===== src/rtl/booth_mul_pkg.sv =====
// Shared types and helpers for the iterative radix-4 Booth multiplier.
package booth_mul_pkg;

  // Operation signedness; encoding 2'b11 is decoded as UU.
  typedef enum logic [1:0] {
    SS = 2'b00,
    SU = 2'b01,
    UU = 2'b10
  } mul_mode_t;

  typedef enum logic [1:0] {
    IDLE    = 2'b00,
    COMPUTE = 2'b01,
    DONE    = 2'b10
  } state_t;

  typedef logic signed [2:0] booth_digit_t;

  // Number of radix-4 digits needed to cover a (width+2)-bit extended multiplier.
  function automatic int unsigned calc_iters(input int unsigned width);
    return width / 2 + 1;
  endfunction

  function automatic logic a_is_signed(input logic [1:0] mode);
    return (mode == SS) || (mode == SU);
  endfunction

  function automatic logic b_is_signed(input logic [1:0] mode);
    return mode == SS;
  endfunction

endpackage


===== src/rtl/booth_r4_multiplier_if.sv =====
// Request/response bundle of the Booth multiplier.
interface booth_r4_multiplier_if #(
  parameter int unsigned DATA_WIDTH = 32
);
  logic                    valid_entry_i;
  logic [1:0]              mode_i;
  logic [DATA_WIDTH-1:0]   operand_A_i;
  logic [DATA_WIDTH-1:0]   operand_B_i;
  logic [2*DATA_WIDTH-1:0] result_o;
  logic                    data_valid_o;
  logic                    busy_o;

  modport master (
    output valid_entry_i, mode_i, operand_A_i, operand_B_i,
    input  result_o, data_valid_o, busy_o
  );

  modport slave (
    input  valid_entry_i, mode_i, operand_A_i, operand_B_i,
    output result_o, data_valid_o, busy_o
  );
endinterface


===== src/rtl/booth_r4_recoder.sv =====
// Radix-4 Booth digit recoder: 3 overlapping multiplier bits to select flags.
module booth_r4_recoder (
  input  logic [2:0] bits,
  output logic       negate,
  output logic       one,
  output logic       two
);
  // 111 and 000 both map to digit 0, so negate is kept low for them.
  always_comb begin
    negate = bits[2] & ~(bits[1] & bits[0]);
    one    = bits[1] ^ bits[0];
    two    = (bits[2] & ~bits[1] & ~bits[0]) | (~bits[2] & bits[1] & bits[0]);
  end
endmodule


===== src/rtl/booth_r4_multiplier.sv =====
// Iterative radix-4 Booth multiplier with run-time signedness select.
module booth_r4_multiplier
  import booth_mul_pkg::*;
#(
  parameter int unsigned DATA_WIDTH = 32
) (
  input logic                  clk_i,
  input logic                  rst_i,
  input logic                  clk_en_i,
  booth_r4_multiplier_if.slave bus
);
  localparam int unsigned W     = DATA_WIDTH;
  localparam int unsigned ExtW  = W + 2;
  localparam int unsigned ProdW = 2 * ExtW + 1;
  localparam int unsigned Iters = calc_iters(W);
  localparam int unsigned CntW  = $clog2(Iters);

  if ((DATA_WIDTH % 2) != 0 || DATA_WIDTH < 4) begin : g_width_check
    $error("booth_r4_multiplier: DATA_WIDTH must be even and >= 4");
  end

  state_t            state_q;
  logic [CntW-1:0]   cnt_q;
  logic [ProdW-1:0]  prod_q;
  logic [ExtW-1:0]   mcand_q;
  logic [2*W-1:0]    result_q;
  logic              valid_q;
  logic              busy_q;

  logic              accept;
  logic [ExtW-1:0]   a_ext;
  logic [ExtW-1:0]   b_ext;
  logic              rec_neg;
  logic              rec_one;
  logic              rec_two;
  logic [ExtW-1:0]   acc;
  logic [ExtW-1:0]   pp;
  logic [ExtW-1:0]   sum;
  logic [ProdW-1:0]  prod_step;
  logic              unused_step;

  assign accept = bus.valid_entry_i && (state_q != COMPUTE);

  // Extend operands by two bits so the unsigned case also reads as non-negative.
  always_comb begin
    a_ext = {2'b00, bus.operand_A_i};
    b_ext = {2'b00, bus.operand_B_i};
    if (a_is_signed(bus.mode_i)) a_ext = {{2{bus.operand_A_i[W-1]}}, bus.operand_A_i};
    if (b_is_signed(bus.mode_i)) b_ext = {{2{bus.operand_B_i[W-1]}}, bus.operand_B_i};
  end

  booth_r4_recoder u_recoder (
    .bits   (prod_q[2:0]),
    .negate (rec_neg),
    .one    (rec_one),
    .two    (rec_two)
  );

  // One Booth step: add d*A into the upper accumulator, then shift right by 2.
  always_comb begin
    acc = prod_q[ProdW-1 -: ExtW];
    pp  = '0;
    if (rec_one)      pp = mcand_q;
    else if (rec_two) pp = {mcand_q[ExtW-2:0], 1'b0};
    sum       = rec_neg ? (acc - pp) : (acc + pp);
    prod_step = {{2{sum[ExtW-1]}}, sum, prod_q[ExtW:2]};
  end

  // Sign-extension bits and the guard bit never reach the result.
  assign unused_step = ^{prod_step[ProdW-1:2*W+1], prod_step[0]};

  // Control FSM with counter, product register and registered outputs.
  always_ff @(posedge clk_i) begin
    if (rst_i) begin
      state_q  <= IDLE;
      cnt_q    <= '0;
      prod_q   <= '0;
      mcand_q  <= '0;
      result_q <= '0;
      valid_q  <= 1'b0;
      busy_q   <= 1'b0;
    end else if (clk_en_i) begin
      valid_q <= 1'b0;
      unique case (state_q)
        IDLE, DONE: begin
          if (accept) begin
            state_q <= COMPUTE;
            busy_q  <= 1'b1;
            mcand_q <= a_ext;
            prod_q  <= {{ExtW{1'b0}}, b_ext, 1'b0};
            cnt_q   <= CntW'(Iters - 1);
          end else begin
            state_q <= IDLE;
          end
        end
        COMPUTE: begin
          prod_q <= prod_step;
          if (cnt_q == '0) begin
            state_q  <= DONE;
            busy_q   <= 1'b0;
            valid_q  <= 1'b1;
            result_q <= prod_step[2*W:1];
          end else begin
            cnt_q <= cnt_q - 1'b1;
          end
        end
        default: begin
          state_q <= IDLE;
          busy_q  <= 1'b0;
        end
      endcase
    end
  end

  assign bus.result_o     = result_q;
  assign bus.data_valid_o = valid_q;
  assign bus.busy_o       = busy_q;

endmodule


===== src/flat_wrapper.sv =====
// flat-port wrapper written by rule: the top's interface ports become plain ports
module booth_r4_multiplier_flat import booth_mul_pkg::*;
#(
  parameter int unsigned DATA_WIDTH = 32
)
  (clk_i, rst_i, clk_en_i, bus_valid_entry_i, bus_mode_i, bus_operand_A_i, bus_operand_B_i, bus_result_o, bus_data_valid_o, bus_busy_o);
  booth_r4_multiplier_if #(.DATA_WIDTH(DATA_WIDTH)) bus_i ();
  input logic clk_i;
  input logic rst_i;
  input logic clk_en_i;
  input wire logic [$bits(bus_i.valid_entry_i)-1:0] bus_valid_entry_i;
  input wire logic [$bits(bus_i.mode_i)-1:0] bus_mode_i;
  input wire logic [$bits(bus_i.operand_A_i)-1:0] bus_operand_A_i;
  input wire logic [$bits(bus_i.operand_B_i)-1:0] bus_operand_B_i;
  output wire logic [$bits(bus_i.result_o)-1:0] bus_result_o;
  output wire logic [$bits(bus_i.data_valid_o)-1:0] bus_data_valid_o;
  output wire logic [$bits(bus_i.busy_o)-1:0] bus_busy_o;
  assign bus_i.valid_entry_i = bus_valid_entry_i;
  assign bus_i.mode_i = bus_mode_i;
  assign bus_i.operand_A_i = bus_operand_A_i;
  assign bus_i.operand_B_i = bus_operand_B_i;
  assign bus_result_o = bus_i.result_o;
  assign bus_data_valid_o = bus_i.data_valid_o;
  assign bus_busy_o = bus_i.busy_o;
  booth_r4_multiplier #(.DATA_WIDTH(DATA_WIDTH)) u_core (.clk_i(clk_i), .rst_i(rst_i), .clk_en_i(clk_en_i), .bus(bus_i));
endmodule

===== config.mk =====
export PLATFORM = sky130hd
export DESIGN_NAME = booth_r4_multiplier_flat
export DESIGN_NICKNAME = d
export VERILOG_FILES = /design/src/rtl/booth_mul_pkg.sv /design/src/rtl/booth_r4_multiplier_if.sv /design/src/rtl/booth_r4_recoder.sv /design/src/rtl/booth_r4_multiplier.sv /design/src/flat_wrapper.sv
export SDC_FILE = /design/constraint.sdc
export NUM_CORES = 1
export LEC_CHECK = 0
export ABC_CLOCK_PERIOD_IN_PS = 15500
export BUFFER_PORTS_ARGS = -buffer_cell sky130_fd_sc_hd__buf_2
export CAP_MARGIN = 40
export CORE_UTILIZATION = 55
export DETAILED_ROUTE_END_ITERATION = 10
export MAX_ROUTING_LAYER = met4
export PLACE_DENSITY = 0.75
export SYNTH_ARGS = -nofsm -noshare
export SYNTH_HDL_FRONTEND = slang
export SYNTH_HIERARCHICAL = 1
export SYNTH_SLANG_ARGS = --single-unit

===== constraint.sdc =====
create_clock -name clk_i -period 15.5 [get_ports clk_i]
set_input_delay 0.775 -clock clk_i [delete_from_list [all_inputs] [get_ports clk_i]]
set_output_delay 0.775 -clock clk_i [all_outputs]
set_load 0.005 [all_outputs]

==> flow_metrics.py, run 1 <==
metrics = {
    "run_status": {
        "status": "finished clean",
    },
    "sta": {
        "max_freq_mhz": 187,
        "period_needed_ps": 5340,
        "report.final.slew_viol_count": 0,
        "whs_ps": 451,
        "tightest_slew_ps": 743,
        "rsz0062_at_grt": "false",
        "finalClockSkew_ps": 7.89,
        "hold_viol": 0,
        "period_share": 0.345,
        "finalSetupViolCount": 0,
        "setup_slack_ps": 10160,
        "slew_headroom": 0.504,
        "timing.setup.tns_ps": 0,
    },
    "setup_path": {
        "r2r-end": "u_core/prod_q[64]$_SDFFE_PP0P_",
        "crit_chain": "ha_2, buf_4, mux2_4, o41ai_4, nand2_1, nor2_1, and3_1, a31oi_1, xor2_1, ha_1, and3_1, nand3_1, a2111oi_0, o21ai_1, a31oi_1, a31oi_1, xnor2_1, o21ai_0",
        "crit_end": "u_core/prod_q[64]$_SDFFE_PP0P_",
        "reg2reg_depth": 18,
        "worstPathMaxFanout": 79,
        "crit_path_start_kind": "register",
        "worstSetupEndpointType": "register",
        "critical_path.startpoint": "u_core/prod_q[0]$_SDFFE_PP0P_",
        "setup.reg_to_reg.worst_slack_ps": 10160,
        "path_class": "register to register",
        "r2r_start": "u_core/prod_q[0]$_SDFFE_PP0P_",
        "cp_slowest_cell": "a2111oi_0",
        "critPathMaxStageDelay_ps": 570,
        "cp_data_required_time_ps": 15800,
        "cp_data_arrival_time_ps": 5640,
        "crit_top_cell": "a31oi_1",
    },
    "floorplanning": {
        "core_um2": 16600,
        "initial_core_util": 0.566,
        "die_area_um2": 17600,
        "ios": 136,
        "fp.dieH_um": 133,
        "die_x_um": 133,
        "num_rows": 47,
    },
    "drt": {
        "drcViolationCount": 0,
        "drt_first_pass_iters": 5,
        "drt_iter0_markers": 840,
        "vias": 8903,
        "drt_wl_total_mm": 24.4,
        "ant_nets": 0,
        "via_per_inst": 5.71,
        "wl_per_cell_um": 15.7,
    },
    "power": {
        "p_total_mw": 1.50,
        "power.density_nw_per_um2": 139,
        "ir_drop_uv": 90.1,
        "p_leak_nw": 4.42,
    },
    "clocking": {
        "root_buffer": "clkbuf_16",
        "ctsResizeCount": 0,
        "cts_max_path_buffers": 2,
        "numCtsBuffers": 17,
        "cts_hold_buf": 0,
        "clk_latency_ps": 430,
        "htree_levels": 4,
        "clock-sinks": 173,
        "clk_pin_slew_ps": 70,
        "cts_setup_buffers": 0,
        "cts_tree": "yes",
    },
    "global_routing": {
        "grt_max_degree": 80,
        "antenna_found_initial": 0,
        "grt_pass1_wl_mm": 39.8,
        "grt_usage": 0.287,
        "grt_pass1_vias": 7908,
        "grt_overflow": 0,
    },
    "synth": {
        "synth_cell_types": 63,
        "ys_dominant_reg_cell": "dfxtp_1",
        "synth_area_um2": 9410,
        "async_flop_share": 0,
        "synth_seq_cells": 173,
        "synth-edff-count": 0,
        "synth_warnings": 6,
        "synth.net_count": 1354,
        "syn_inst": 1246,
        "ys_seq_area_frac": 0.368,
        "syn_avg_cell_area_um2": 7.55,
    },
    "placement": {
        "dp_hpwl_mm": 16.8,
        "preCtsSetupSlack_ps": 10200,
        "finalWeightedCongestion": 0.964,
        "port_buffers": 135,
        "post_dp_cell_area_um2": 10100,
    },
    "finish": {
        "drive_gt1_frac": 0.154,
        "mostFrequentLayoutCells": "nand2_1, dfxtp_1, a21oi_1",
        "final_nets": 1435,
        "fin_area_um2": 10800,
        "layout_commonest_cell": "nand2_1",
        "antenna_cells": 0,
        "area_growth_pct": 14.7,
    },
    "min_path": {
        "min_path_cells": 2,
        "hold_path_class": "register to register",
    },
    "job": {
        "maxCapViolations": 0,
    },
}
-- cell families (layout without fill, tap and decap cells) --
family          Yosys count  count (layout)  synth area share
fa+ha+maj                38              38            0.0513
buf+inv                 102             196            0.0439
simple gates            508             508             0.232
mux                      11              11            0.0138
compound gates          350             350             0.232
flops                   173             173             0.368
xor+xnor                 64              64            0.0596
-- sequential cells by signal, indices dropped and copies added, names as in the netlist --
register and cells:
u_core/bus.busy_o 1, u_core/bus.data_valid_o 1, u_core/bus.result_o 64, u_core/cnt_q 5, u_core/mcand_q 33, u_core/prod_q 67
u_core/state_q 2
-- Yosys cell counts (13+ instances only) --
library cell / n / area, um^2
a21oi_1: 158 / 791
clkbuf_1: 67 / 251
a21o_1: 14 / 105
nand2_1: 297 / 1110
dfxtp_1: 173 / 3460
a22oi_1: 25 / 188
nor2_1: 109 / 409
a311oi_1: 32 / 280
nand2b_1: 14 / 87.6
o21ai_0: 49 / 245
a31oi_1: 13 / 81.3
nand3_1: 13 / 65.1
inv_1: 16 / 60.1
ha_1: 37 / 463
xnor2_1: 30 / 263
nor3_1: 14 / 70.1
xor2_1: 34 / 298
-- worst max-delay path: cells and delay by family (launching register included) --
kind | cells | cell delay (ps)
AOI/OAI and AO/OA | 7 | 1910
buffers and inverters | 1 | 550
xor gates and xnor gates | 2 | 340
muxes | 1 | 370
and+or+nand+nor | 5 | 900
DFF | 1 | 350
adders and majority gates | 2 | 780
-- metal layers --
layer,GRT usage,part of all wire
met3,0.0364,0.054
met2,0.403,0.42
met1,0.423,0.51
met4,0.0913,0.014
met5,-,0
-- worst min-delay path by stage --
stage,start,endpoint
3_5_place_dp,u_core/bus.result_o[39]$_SDFFE_PP0P_,u_core/bus.result_o[39]$_SDFFE_PP0P_
6_report,u_core/bus.result_o[39]$_SDFFE_PP0P_,u_core/bus.result_o[39]$_SDFFE_PP0P_
4_1_cts,u_core/prod_q[35]$_SDFFE_PP0P_,u_core/prod_q[35]$_SDFFE_PP0P_
5_1_grt,u_core/bus.result_o[46]$_SDFFE_PP0P_,u_core/bus.result_o[46]$_SDFFE_PP0P_
3_3_place_gp,u_core/bus.result_o[39]$_SDFFE_PP0P_,u_core/bus.result_o[39]$_SDFFE_PP0P_
2_1_floorplan,u_core/prod_q[48]$_SDFFE_PP0P_,u_core/prod_q[48]$_SDFFE_PP0P_
-- final cells by class --
type,count,area (um^2)
multi-input cells,971,5560
flip-flops and latches,173,3460
inverters,16,60.1
well taps,220,275
repair buffers,148,787
fillers,1477,5840
clock inverters,15,229
clock buffers,17,425
-- power by group --
| part | switching [mW] | internal [mW] |
|---|---|---|
| registers | 0.0250 | 0.476 |
| logic | 0.327 | 0.203 |
| clock network | 0.207 | 0.264 |
| total | 0.559 | 0.943 |
-- metrics by stage --
step	util	cells
final	0.649	1560
after global routing	0.649	1560
after CTS	0.649	1560
after global placement	0.608	1526
after floorplan	-	1246
after detailed placement	0.610	1528
Note: power is estimated with default switching activity, not from simulation.
==> inputs of run 2 (changes only) <==
ABC_AREA = 1   (was unset)
ABC_CLOCK_PERIOD_IN_PS = 5100   (was 15500)
clock period = 5.1 ns   (was 15.5 ns; I/O delays follow)
==> flow_metrics.py, run 2 <==
metrics = {
    "drt": {
        "drt_first_pass_iters": 6,
        "drt_wl_total_mm": 27.5,
        "wl_per_cell_um": 15.1,
        "vias": 9770,
        "via_per_inst": 5.37,
        "drcViolationCount": 0,
        "ant_nets": 0,
        "drt_iter0_markers": 685,
    },
    "finish": {
        "antenna_cells": 0,
        "final_nets": 1684,
        "area_growth_pct": 13.6,
        "final_cells": 1818,
        "drive_gt1_frac": 0.144,
        "top_register": "u_core/prod_q",
        "mostFrequentLayoutCells": "nand2_1, nor2_1, dfxtp_1",
        "layout_commonest_cell": "nand2_1",
        "fin_area_um2": 11400,
        "largest_register_ff_count": 67,
        "nFillCells": 1714,
    },
    "sta": {
        "max_freq_mhz": 242,
        "slew_headroom": 0.414,
        "timing.setup.tns_ps": 0,
        "tightest_slew_ps": 877,
        "finalSetupViolCount": 0,
        "period_needed_ps": 4140,
        "finalClockSkew_ps": 14.8,
        "rsz0062_at_grt": "false",
        "period_share": 0.811,
        "report.final.slew_viol_count": 0,
        "hold_viol": 0,
        "setup_slack_ps": 962,
    },
    "synth": {
        "synthTopCellsByArea": "dfxtp_1, nand2_1, nor2_1, a21oi_1, o21ai_0",
        "ys_seq_area_frac": 0.345,
        "syn_avg_cell_area_um2": 6.76,
        "synth_warnings": 6,
        "ys_dominant_reg_cell": "dfxtp_1",
        "synth_cell_types": 42,
        "synth-compound-area-share": 0.183,
        "syn_inst": 1483,
        "yosysTopAreaCell": "dfxtp_1",
        "synthXorXnorAreaFrac": 0.0463,
        "synth_seq_cells": 173,
        "yosys.area_share.adder": 0.0481,
        "synthMuxAreaShare": 0,
        "async_flop_share": 0,
        "synth_top_family_by_area": "simple AND/OR/NAND/NOR gates",
        "synth_most_common_cell": "nand2_1",
        "synthSimpleGateAreaFrac": 0.292,
        "synth_top_area_share": 0.345,
        "synth-edff-count": 0,
        "synth_area_um2": 10000,
        "synthTopCellsByCount": "nand2_1, nor2_1, dfxtp_1, inv_1, a21oi_1",
        "synth.net_count": 1591,
    },
    "setup_path": {
        "reg2reg_depth": 25,
        "crit_path_start_kind": "register",
        "cp_data_arrival_time_ps": 4500,
        "path_class": "register to register",
        "worstPathMaxFanout": 32,
        "cp_data_required_time_ps": 5470,
        "worstSetupEndpointType": "register",
    },
    "run_status": {
        "status": "finished clean",
    },
    "clocking": {
        "clock-sinks": 173,
        "htree_levels": 4,
        "ctsResizeCount": 0,
        "numCtsBuffers": 17,
        "cts_hold_buf": 0,
        "clk_pin_slew_ps": 80,
        "cts_tree": "yes",
        "cts_setup_buffers": 0,
        "root_buffer": "clkbuf_16",
        "cts_max_path_buffers": 2,
        "clk_latency_ps": 440,
    },
    "floorplanning": {
        "ios": 136,
        "num_rows": 49,
        "die_area_um2": 18800,
        "die_x_um": 137,
        "core_um2": 17900,
        "initial_core_util": 0.560,
        "fp.dieH_um": 137,
    },
    "placement": {
        "finalWeightedCongestion": 0.982,
        "port_buffers": 135,
        "dp_hpwl_mm": 20.0,
        "dp.cells": 1786,
        "preCtsSetupSlack_ps": 986,
        "post_dp_cell_area_um2": 10800,
    },
    "global_routing": {
        "grt_pass1_wl_mm": 43.9,
        "top_usage_layer": "met2",
        "grt_pass1_vias": 8866,
        "grt_max_degree": 77,
        "grt_use_met2": 0.490,
        "gr-usage-met1": 0.413,
        "grtUsageMet3": 0.0470,
        "grt_overflow": 0,
        "grt_usage": 0.311,
        "antenna_found_initial": 0,
    },
    "min_path": {
        "min_path_cells": 3,
        "hold_path_class": "input pin to register",
    },
    "power": {
        "swShare": 0.455,
        "ir_drop_uv": 296,
        "combPwrFrac": 0.465,
        "internal-power_mw": 2.98,
        "p_total_mw": 5.47,
        "p_leak_nw": 5.60,
        "power.density_nw_per_um2": 480,
        "p_seq_frac": 0.291,
        "p_switching_mw": 2.49,
        "power_frac_clock": 0.245,
    },
    "job": {
        "maxCapViolations": 0,
    },
}
run 2: cell types whose count changed after synthesis, sizes merged, moves of 32 or more:
cell | previous run | this run
a211oi | 9 | 62
a21oi | 158 | 115
a311oi | 32 | 0
inv | 16 | 141
nand3 | 13 | 74
nor2 | 109 | 251
o21ai | 54 | 115
run 2: final cells by class:
| class | instances | area (um^2) | area share |
|---|---|---|---|
| clock inverter | 15 | 188 | 0.0165 |
| tap | 229 | 287 | 0.0251 |
| multi-input combinational | 1097 | 5730 | 0.503 |
| clock buffer | 17 | 425 | 0.0373 |
| sequential | 173 | 3460 | 0.304 |
| timing repair buffer | 146 | 773 | 0.0679 |
| inverter | 141 | 532 | 0.0467 |
run 2: path summary, 6_finish.rpt:
kind / from / to / slack, ps
worst max register to register: u_core/prod_q[0]$_SDFFE_PP0P_ / u_core/prod_q[67]$_SDFFE_PP0P_ / 960
worst max-delay path: u_core/prod_q[0]$_SDFFE_PP0P_ / u_core/prod_q[67]$_SDFFE_PP0P_ / 960
worst min-delay path: bus_operand_A_i[29] / u_core/mcand_q[29]$_SDFFE_PP0P_ / 30
worst min register to register: u_core/bus.busy_o$_SDFFE_PP0P_ / u_core/bus.busy_o$_SDFFE_PP0P_ / 470
run 2: worst max-delay path, cell delays in order (launching register included):
cell and delay, ps:
dfxtp_1 340, ha_1 450, inv_4 200, nand3_2 120, nand2_1 80, inv_1 60
ha_1 170, nand4_2 150, nor2_4 160, nand4_2 140, nor2_4 170, nand2_1 80
nand2_2 70, nand2_1 70, xnor2_1 150, ha_1 410, nand2_1 140, inv_1 90
nand2_1 120, nor3b_1 310, nand2_1 120, nor2_1 90, nor2_1 70, nand3_1 90
nand3_1 80, a21oi_1 150
run 2: per-stage QoR:
step,hold slack (ps),util
5_1_grt,28.3,0.637
3_5_place_dp,457,0.602
6_report,34.9,0.637
4_1_cts,20.7,0.637
2_1_floorplan,390,-
3_3_place_gp,452,0.601
run 2: layer usage:
metal,share of wire,wire length [um],up-vias
met5,0,0,-
met4,0.016,452,0
met3,0.057,1550,29
met2,0.46,12500,290
met1,0.47,12900,4398
li1,-,-,5053
run 2: power by group through the flow:
stage               Clock (mW)  Combinational [mW]  Sequential [mW]
floorplan                    0                1.83             1.60
global placement             0                2.47             1.61
detailed placement           0                2.48             1.62
CTS                       1.36                2.50             1.59
global route              1.42                2.84             1.61
finish                    1.34                2.54             1.59
run 2: kinds of logic after synthesis:
kind of cell	count (synthesis)
and+or+nand+nor	685
AOI/OAI and AO/OA	321
buffers and inverters	213
DFF	173
xor gates and xnor gates	53
adders and majority gates	38
